**src/rtl/uart_pkg.sv**
```systemverilog
// Shared UART definitions: FSM state encoding and the parity-mode encoding
// used by both the transmitter and the planned receiver.
package uart_pkg;

  typedef enum logic [2:0] {
    ST_IDLE   = 3'd0,
    ST_START  = 3'd1,
    ST_DATA   = 3'd2,
    ST_PARITY = 3'd3,
    ST_STOP   = 3'd4
  } uart_state_t;

  typedef enum logic [1:0] {
    PAR_NONE = 2'd0,
    PAR_EVEN = 2'd1,
    PAR_ODD  = 2'd2
  } par_mode_t;

  function automatic par_mode_t par_mode(input logic en, input logic odd);
    if (!en) return PAR_NONE;
    return odd ? PAR_ODD : PAR_EVEN;
  endfunction

  // data_xor is the XOR of all data bits; even parity repeats it, odd inverts it
  function automatic logic par_bit(input par_mode_t mode, input logic data_xor);
    return (mode == PAR_ODD) ? ~data_xor : data_xor;
  endfunction

endpackage

```
**src/rtl/sync_fifo.sv**
```systemverilog
// Synchronous FIFO, DATA_W x DEPTH, registered count; read data is the head, valid while not empty.
// Latency: a push is visible at the head one cycle later; pushes when full and pops when empty are ignored.
module sync_fifo #(
  parameter int DATA_W = 8,
  parameter int DEPTH  = 4,
  parameter int CNT_W  = $clog2(DEPTH + 1)
) (
  input  logic              clk,
  input  logic              rst,
  input  logic              push_vld,
  input  logic [DATA_W-1:0] push_dat,
  input  logic              pop_vld,
  output logic [DATA_W-1:0] pop_dat,
  output logic [CNT_W-1:0]  count,
  output logic              full,
  output logic              empty
);

  localparam int PTR_W = (DEPTH > 1) ? $clog2(DEPTH) : 1;

  logic [DATA_W-1:0] mem_q [DEPTH];
  logic [PTR_W-1:0]  wr_ptr_q, wr_ptr_d;
  logic [PTR_W-1:0]  rd_ptr_q, rd_ptr_d;
  logic [CNT_W-1:0]  count_q, count_d;
  logic              push_ok;
  logic              pop_ok;

  assign full    = (count_q == CNT_W'(DEPTH));
  assign empty   = (count_q == '0);
  assign push_ok = push_vld & ~full;
  assign pop_ok  = pop_vld & ~empty;
  assign pop_dat = mem_q[rd_ptr_q];
  assign count   = count_q;

  always_comb begin
    wr_ptr_d = wr_ptr_q;
    rd_ptr_d = rd_ptr_q;
    count_d  = count_q;
    if (push_ok) wr_ptr_d = wr_ptr_q + PTR_W'(1);
    if (pop_ok)  rd_ptr_d = rd_ptr_q + PTR_W'(1);
    case ({push_ok, pop_ok})
      2'b10:   count_d = count_q + CNT_W'(1);
      2'b01:   count_d = count_q - CNT_W'(1);
      default: count_d = count_q;
    endcase
  end

  always_ff @(posedge clk) begin
    if (rst) begin
      wr_ptr_q <= '0;
      rd_ptr_q <= '0;
      count_q  <= '0;
    end else begin
      wr_ptr_q <= wr_ptr_d;
      rd_ptr_q <= rd_ptr_d;
      count_q  <= count_d;
    end
  end

  always_ff @(posedge clk) begin
    if (push_ok) mem_q[wr_ptr_q] <= push_dat;
  end

endmodule

```
**src/rtl/uart_tx_fifo.sv**
```systemverilog
// UART transmitter with input FIFO; a write into an empty FIFO while idle drives the start bit two edges later.
// tx_ready falls only when the FIFO is full; frames run back to back while words are queued.
module uart_tx_fifo
  import uart_pkg::*;
#(
  parameter int DATA_W       = 8,
  parameter int CLKS_PER_BIT = 868,
  parameter int DEPTH        = 4,
  parameter int CNT_W        = $clog2(DEPTH + 1)
) (
  input  logic              clk,
  input  logic              rst,
  input  logic [DATA_W-1:0] tx_data,
  input  logic              tx_valid,
  output logic              tx_ready,
  input  logic              parity_en,
  input  logic              parity_odd,
  input  logic              two_stop,
  output logic              txd,
  output logic              busy,
  output logic [CNT_W-1:0]  fifo_count
);

  localparam int BAUD_W = $clog2(CLKS_PER_BIT);
  localparam int BIT_W  = $clog2(DATA_W);
  localparam logic [BAUD_W-1:0] BAUD_LAST = BAUD_W'(CLKS_PER_BIT - 1);
  localparam logic [BIT_W-1:0]  BIT_LAST  = BIT_W'(DATA_W - 1);

  uart_state_t       state_q, state_d;
  logic [BAUD_W-1:0] baud_q, baud_d;
  logic [BIT_W-1:0]  bit_q, bit_d;
  logic [DATA_W-1:0] shift_q, shift_d;
  logic              par_q, par_d;
  par_mode_t         mode_q, mode_d;
  logic              two_stop_q, two_stop_d;
  logic              txd_q, txd_d;
  logic              busy_q, busy_d;

  logic              push;
  logic              pop;
  logic              load;
  logic              baud_end;
  logic              fifo_full;
  logic              fifo_empty;
  logic [DATA_W-1:0] fifo_dat;
  logic [CNT_W-1:0]  cnt_nxt;

  assign tx_ready = ~fifo_full;
  assign push     = tx_valid & tx_ready;
  assign baud_end = (baud_q == BAUD_LAST);
  assign txd      = txd_q;
  assign busy     = busy_q;

  sync_fifo #(
    .DATA_W (DATA_W),
    .DEPTH  (DEPTH),
    .CNT_W  (CNT_W)
  ) u_fifo (
    .clk      (clk),
    .rst      (rst),
    .push_vld (push),
    .push_dat (tx_data),
    .pop_vld  (pop),
    .pop_dat  (fifo_dat),
    .count    (fifo_count),
    .full     (fifo_full),
    .empty    (fifo_empty)
  );

  always_comb begin
    state_d    = state_q;
    baud_d     = baud_q;
    bit_d      = bit_q;
    shift_d    = shift_q;
    par_d      = par_q;
    mode_d     = mode_q;
    two_stop_d = two_stop_q;
    load       = 1'b0;
    pop        = 1'b0;

    if (state_q != ST_IDLE) baud_d = baud_end ? '0 : baud_q + BAUD_W'(1);

    case (state_q)
      ST_IDLE: begin
        if (!fifo_empty) load = 1'b1;
      end
      ST_START: begin
        if (baud_end) state_d = ST_DATA;
      end
      ST_DATA: begin
        if (baud_end) begin
          shift_d = shift_q >> 1;
          if (bit_q == BIT_LAST) begin
            bit_d   = '0;
            state_d = (mode_q != PAR_NONE) ? ST_PARITY : ST_STOP;
          end else begin
            bit_d = bit_q + BIT_W'(1);
          end
        end
      end
      ST_PARITY: begin
        if (baud_end) state_d = ST_STOP;
      end
      ST_STOP: begin
        // bit_q counts stop bits here so the baud counter keeps its 0..CLKS_PER_BIT-1 range
        if (baud_end) begin
          if (two_stop_q && bit_q == '0) begin
            bit_d = BIT_W'(1);
          end else if (!fifo_empty) begin
            load = 1'b1;
          end else begin
            bit_d   = '0;
            state_d = ST_IDLE;
          end
        end
      end
      default: state_d = ST_IDLE;
    endcase

    if (load) begin
      pop        = 1'b1;
      shift_d    = fifo_dat;
      mode_d     = par_mode(parity_en, parity_odd);
      par_d      = par_bit(par_mode(parity_en, parity_odd), ^fifo_dat);
      two_stop_d = two_stop;
      baud_d     = '0;
      bit_d      = '0;
      state_d    = ST_START;
    end

    case (state_q)
      ST_START:  txd_d = 1'b0;
      ST_DATA:   txd_d = shift_q[0];
      ST_PARITY: txd_d = par_q;
      default:   txd_d = 1'b1;
    endcase

    cnt_nxt = fifo_count + CNT_W'(push) - CNT_W'(pop);
    busy_d  = (state_d != ST_IDLE) | (cnt_nxt != '0);
  end

  always_ff @(posedge clk) begin
    if (rst) begin
      state_q    <= ST_IDLE;
      baud_q     <= '0;
      bit_q      <= '0;
      shift_q    <= '0;
      par_q      <= 1'b0;
      mode_q     <= PAR_NONE;
      two_stop_q <= 1'b0;
      txd_q      <= 1'b1;
      busy_q     <= 1'b0;
    end else begin
      state_q    <= state_d;
      baud_q     <= baud_d;
      bit_q      <= bit_d;
      shift_q    <= shift_d;
      par_q      <= par_d;
      mode_q     <= mode_d;
      two_stop_q <= two_stop_d;
      txd_q      <= txd_d;
      busy_q     <= busy_d;
    end
  end

endmodule
```
**config.mk**
```make
export PLATFORM = sky130hd
export DESIGN_NAME = uart_tx_fifo
export DESIGN_NICKNAME = d
export VERILOG_FILES = /design/src/rtl/uart_pkg.sv /design/src/rtl/sync_fifo.sv /design/src/rtl/uart_tx_fifo.sv
export SDC_FILE = /design/constraint.sdc
export NUM_CORES = 1
export LEC_CHECK = 0
export CAP_MARGIN = 0
export CORE_UTILIZATION = 28
export DETAILED_ROUTE_END_ITERATION = 8
export GPL_ROUTABILITY_DRIVEN = 0
export PLACE_DENSITY_LB_ADDON = 0.2
export SYNTH_ARGS = -nofsm -noshare
export SYNTH_HDL_FRONTEND = slang
export SYNTH_SLANG_ARGS = --single-unit
```
**constraint.sdc**
```tcl
create_clock -name clk -period 3.6 [get_ports clk]
set_input_delay 1.08 -clock clk [delete_from_list [all_inputs] [get_ports clk]]
set_output_delay 1.08 -clock clk [all_outputs]
set_load 0.005 [all_outputs]
```
==> impl_metrics.ini <==
[synth]
ys_seq_area_share_pct = 54.40
synthArstFlopShare_pct = 0
netlist_instances = 272
synth_top_cell_area_share_pct = 30.01
synth_area_sq_mm = 0.003202
yosys-top-cells-area = edfxtp_1 (30%), dfxtp_1 (24%), mux4_2 (5.6%)
synth_mux_area_share_pct = 6.565
synth-edff-count = 32
synth_warnings = 0
avgSynthCellArea_sq_um = 11.77
synth_nets = 298
yosys.area_share.xor_xnor_pct = 6.331
ys_seq_elements = 71
synth_area_leader_cell = edfxtp_1
synth_top_family_by_area = simple AND/OR/NAND/NOR gates
synth-simple-area-share_pct = 15.12
synthTopCellsByCount = dfxtp_1 (39), edfxtp_1 (32), nand2_1 (22), nor2_1 (22), a21oi_1 (18)
synth-compound-area-share_pct = 9.183
yosysMostFrequentCell = dfxtp_1
synth_adder_area_share_pct = 5.158
synth_cell_type_count = 52
synthFlopType = dfxtp_1

[clock_tree]
cts_tree = done
ctsHtreeMaxLevel = 3
cts_root_buffer = clkbuf_16
postCtsSetupBuffers = 0
cts_hold_buffers = 0
cts.clk_slew.worst_paths_ns = 0.06
clock_latency_ns = 0.33
clkSinkCount = 71
cts_resized = 0
ctsLongestPathBuffers = 2
cts_made_buffers = 9

[floorplan]
start_util_pct = 29.15
core_sq_mm = 0.01098
die_h_um = 108.9
dieWidth_um = 108.9
io_pins = 20
die_area_sq_mm = 0.01187
std_cell_rows = 38

[timing]
fin_crit_sh_pct = 83.51
fin_tns_setup_ns = 0
max_freq_ghz = 0.3326
slew_viol_final = 0
fin_skew_ns = 0.009857
finalCriticalPeriod_ns = 3.006
maxSlewHeadroom_pct = 56.67
setup_viol = 0
hold_viol = 0
whs_ns = 0.4561
worst_pin_slew_ns = 0.6486
rsz0062_at_grt = no

[cells_and_area]
drive_gt1_share_pct = 11.45
area_delta_synth_final_pct = 19.11
diodes = 0
final_cells = 437
design_area_sq_mm = 0.003814
num-nets-final = 318
fin_util_pct = 34.72

[placed_design]
port-buffer-count = 19
dp.cells = 421
post_dp_cell_area_sq_mm = 0.003527
dp_hpwl_mm = 4.333

[worst_setup_path]
critPathKind = reg -> reg
endpoint_kind = register
crit_fanout = 13
startpoint_type = register
worstPathArrival_ns = 3.20
crit_required_ns = 3.79

[routing]
avgViaCountPerCell = 4.773
first_iter_violations = 120
ant_nets = 0
num_vias = 2086
drc = 0
wl_mm = 6.326
routedWlPerCell_um = 14.48
firstDrtPassIters = 5

[power]
clockPowerShare_pct = 30.0
switching_share_pct = 33.02
p_leak_uw = 0.001349
power_frac_seq_pct = 38.6
p_switching_uw = 937.8
combinationalPowerShare_pct = 31.4
intPower_uw = 1903
ir_drop_mv = 0.3139
powerDensity_mw_per_mm2 = 744.8

[outcome]
status = complete, no violations

[global_route]
grt_use_total_pct = 11.95
grt_pass1_wl_mm = 10.80
grt_max_degree = 16
grt_pass1_vias = 2077
grt_overflow_total = 0
antenna_found_initial = 0

[hold_path]
hold_class = reg -> reg

[job]
cap_viol_max_count = 0
## layout make-up
class / count / area (sq um)
fillers: 1085 / 7169
clock inverters: 7 / 61.31
inverters: 11 / 41.29
repair buffers: 22 / 212.7
clock buffers: 9 / 225.2
multi-input cells: 177 / 1356
flip-flops and latches: 71 / 1742
well taps: 140 / 175.2
## worst max-delay path, cell delays in order (launching register included)
cell	delay, ns
dfxtp_1	0.36
inv_1	0.07
ha_1	0.19
and3b_1	0.21
o41ai_2	0.33
buf_4	0.18
nand2_1	0.10
inv_2	0.25
nand2_1	0.14
nand2_1	0.08
ha_1	0.15
fa_1	0.40
nor2_1	0.12
o2111a_1	0.19
o221ai_1	0.11
## cells in the final DEF, fill, tap and decap left out, drive strengths merged, types with 3 or more instances in the layout
cell            n
dfxtp          39
edfxtp         32
nand2          22
nor2           22
clkdlybuf4s50  19
a21oi          18
inv            15
nand3          13
xor2           12
ha             10
clkbuf          9
mux4            8
or3             8
xnor2           6
a22oi           6
and3            5
nor3            5
nand4           4
o21ai           3
or3b            3
mux2i           3
buf             3
## flip-flops by register name (all words and copies together), names as in the netlist, 2 cells and up, named ones only
name,cells
bit_q,3
mode_q,2
u_fifo.wr_ptr_q,2
u_fifo.mem_q,32
u_fifo.count,3
shift_q,8
state_q,3
baud_q,10
u_fifo.rd_ptr_q,2
## power groups by stage
stage          registers [uW]  logic, uW  clock network (uW)
2_1_floorplan            1050        726                   0
3_3_place_gp             1120        904                   0
3_5_place_dp             1120        908                   0
4_1_cts                  1100        915                 866
5_1_grt                  1120       1000                 905
6_report                 1100        892                 851
## logic make-up (layout without fill, tap and decap cells)
family	after synthesis	in the layout
AND/OR/NAND/NOR	92	92
flip-flops	71	71
AO/OA/AOI/OAI	42	42
buffers and inverters	24	49
XOR/XNOR	20	20
adder cells (fa/ha/maj)	12	12
multiplexers	11	11
## metrics by stage
step / power [uW] / worst slack [ns]
2_1_floorplan: 1779 / 0.5118
3_3_place_gp: 2023 / 0.5393
3_5_place_dp: 2027 / 0.4912
4_1_cts: 2883 / 0.5590
5_1_grt: 3032 / 0.3710
6_report: 2840 / 0.5937
## routing by layer
layer | part of all wire [%] | up-vias | global-route usage (%) | routed length (um)
met5 | 0 | - | 0 | 0
met4 | 1.3 | 0 | 4.633 | 85
met3 | 2.1 | 8 | 2.690 | 136
met2 | 45 | 23 | 17.97 | 2823
met1 | 52 | 1019 | 16.62 | 3280
li1 | - | 1036 | - | -
## worst paths after layout
| path | slack [ns] | startpoint | endpoint | cells after the start |
|---|---|---|---|---|
| hold reg to reg | 0.46 | mode_q[0] | mode_q[0] | 2 |
| setup reg to reg | 0.59 | bit_q[0] | busy | 14 |
| setup / recovery | 0.59 | bit_q[0] | busy | 14 |
| hold / removal | 0.46 | mode_q[0] | mode_q[0] | 2 |
No activity file was read; power rests on OpenSTA's default activity.
==> variant: new RTL, same settings <==
`shift_q` no longer has a reset.
--- a/src/rtl/uart_tx_fifo.sv
+++ b/src/rtl/uart_tx_fifo.sv
@@ -144,7 +144,6 @@
       state_q    <= ST_IDLE;
       baud_q     <= '0;
       bit_q      <= '0;
-      shift_q    <= '0;
       par_q      <= 1'b0;
       mode_q     <= PAR_NONE;
       two_stop_q <= 1'b0;
@@ -154,7 +153,6 @@
       state_q    <= state_d;
       baud_q     <= baud_d;
       bit_q      <= bit_d;
-      shift_q    <= shift_d;
       par_q      <= par_d;
       mode_q     <= mode_d;
       two_stop_q <= two_stop_d;
@@ -163,4 +161,8 @@
     end
   end
 
+  always_ff @(posedge clk) begin
+    shift_q <= shift_d;
+  end
+
 endmodule
Behaviour: no difference found for any inputs over 10 cycles, from zero or initial values and one cycle with rst high; that may be too few to reach the edited logic, so the function may still have changed.
==> variant against the original RTL <==
- synthesized cell count up 0.37%
- design area up 0.72%
- clock power up 3.3%
- non-clock buffer count up 1
- setup slack worse by 0.0076 ns
- largest cell class unchanged
- combinational power up 4.5%
- synthesized area up 0.35%
- largest power group unchanged
- sequential power up 4%
- clock skew down 0.0052 ns
- fmax down 0.25%
- sequential cell count unchanged
- power up 4.0%
- routed wire length down 6.0%
- die area up 0.34%
==> variant: results (changes against the original RTL) <==
.. list-table::
   :header-rows: 1

   * - Metric
     - Value
   * - Outcome
     - complete, no violations
   * - Filler-free cell count of the finished design
     - 438 (+0.23%)
   * - Detailed-routing iteration count for the pre-antenna-repair pass
     - 4 (-1)
   * - Max-Slew Margin vs Limit
     - 0.575 (+0.00789)
   * - Nets in the synthesized netlist
     - 299 (+0.34%)
   * - Fmax
     - 332 MHz (-0.25%)
   * - R2R cell count
     - 12 (-2)
   * - Maximum vdd drop
     - 0.302 mV (-3.8%)
   * - Top post-synthesis cells by area
     - edfxtp_1 (37%), dfxtp_1 (19%), mux4_1 (4.9%)
   * - Sequential cell area in the final layout
     - 1820 sq um (+4.6%)
   * - Data arrival time of the critical path
     - 3.28 ns (+0.08 ns)
   * - Total number of vias
     - 2035 (-2.4%)
   * - Start point of the worst min-delay path
     - two_stop_q
   * - End of the worst hold path
     - two_stop_q
   * - Reg2reg end
     - u_fifo.count[2]
   * - Share of post-route cells with drive strength above 1
     - 0.0872 (-0.0272)
   * - Detailed-placement wirelength estimate
     - 4170 um (-3.7%)
   * - Global routing usage on met2
     - 0.177 (-0.00270)
   * - Net switching fraction of the power
     - 0.314 (-0.0166)
   * - Cell area after placement
     - 3540 sq um (+0.50%)
   * - Reported leakage power
     - 0.00139 uW (+3.0%)
   * - Total routing usage reported by global routing
     - 0.112 (-0.00774)
   * - Post-placement setup slack
     - 0.427 ns (-0.0640 ns)
   * - Distinct cells, synth
     - 46 (-12%)
   * - Met3 track utilization from global routing
     - 0.0335 (+0.00658)
   * - Vias in the first global route
     - 1995 (-3.9%)
   * - Total wire length after detailed routing
     - 5950 um (-6.0%)
   * - Initial DRC count
     - 88 (-27%)
   * - FF-to-FF Start
     - baud_q[0]
   * - Largest net degree at the start of global routing
     - 20 (+4)
   * - Number of filler instances in the final layout
     - 1126 (+3.8%)
   * - Worst-case hold slack
     - 0.463 ns (+0.00640 ns)
## variant: changes by cell type after synthesis, sizes merged, moves of 3 or more
cell | unedited run | this run
or3 | 8 | 5
edfxtp | 32 | 40
nand2 | 22 | 40
xnor2 | 6 | 9
nand3 | 13 | 6
nor2 | 22 | 27
a22oi | 6 | 0
dfxtp | 39 | 31
a21oi | 18 | 11
## variant: logic make-up (layout without fill, tap and decap cells)
group                      Yosys count  in the layout  synth area share
adders and majority gates           12             12            0.0514
AOI/OAI and AO/OA                   27             27            0.0565
xor gates and xnor gates            21             21            0.0639
and+or+nand+nor                    106            106             0.158
buffers and inverters               26             51            0.0339
DFF                                 71             71             0.567
muxes                               10             10            0.0693
## variant: critical path, stage by stage (launching register included)
cell     delay [ns]
dfxtp_1        0.39
ha_1           0.22
and4b_1        0.29
a41oi_1        0.12
or2_2          0.35
inv_1          0.08
buf_4          0.25
ha_1           0.22
inv_1          0.06
fa_1           0.37
xor2_1         0.15
or3_1          0.31
a21oi_1        0.13
## variant: layer usage
layer | vias to the layer above | wire length, um
met3 | 9 | 172
li1 | 1013 | -
met5 | - | 0
met2 | 28 | 2830
met1 | 985 | 2850
met4 | 0 | 96
## variant: final cells by class
type | count | area share
clock buffer | 9 | 0.0586
clock inverter | 7 | 0.0186
inverter | 12 | 0.0117
multi-input combinational | 176 | 0.334
sequential | 71 | 0.474
tap | 140 | 0.0456
timing repair buffer | 23 | 0.0573
## variant: power by group through the flow
stage	clock network [uW]	logic, uW	registers (uW)
after floorplan	0	744	1110
after global placement	0	935	1160
after detailed placement	0	950	1170
after CTS	908	953	1150
after global routing	939	1060	1170
final	879	932	1140
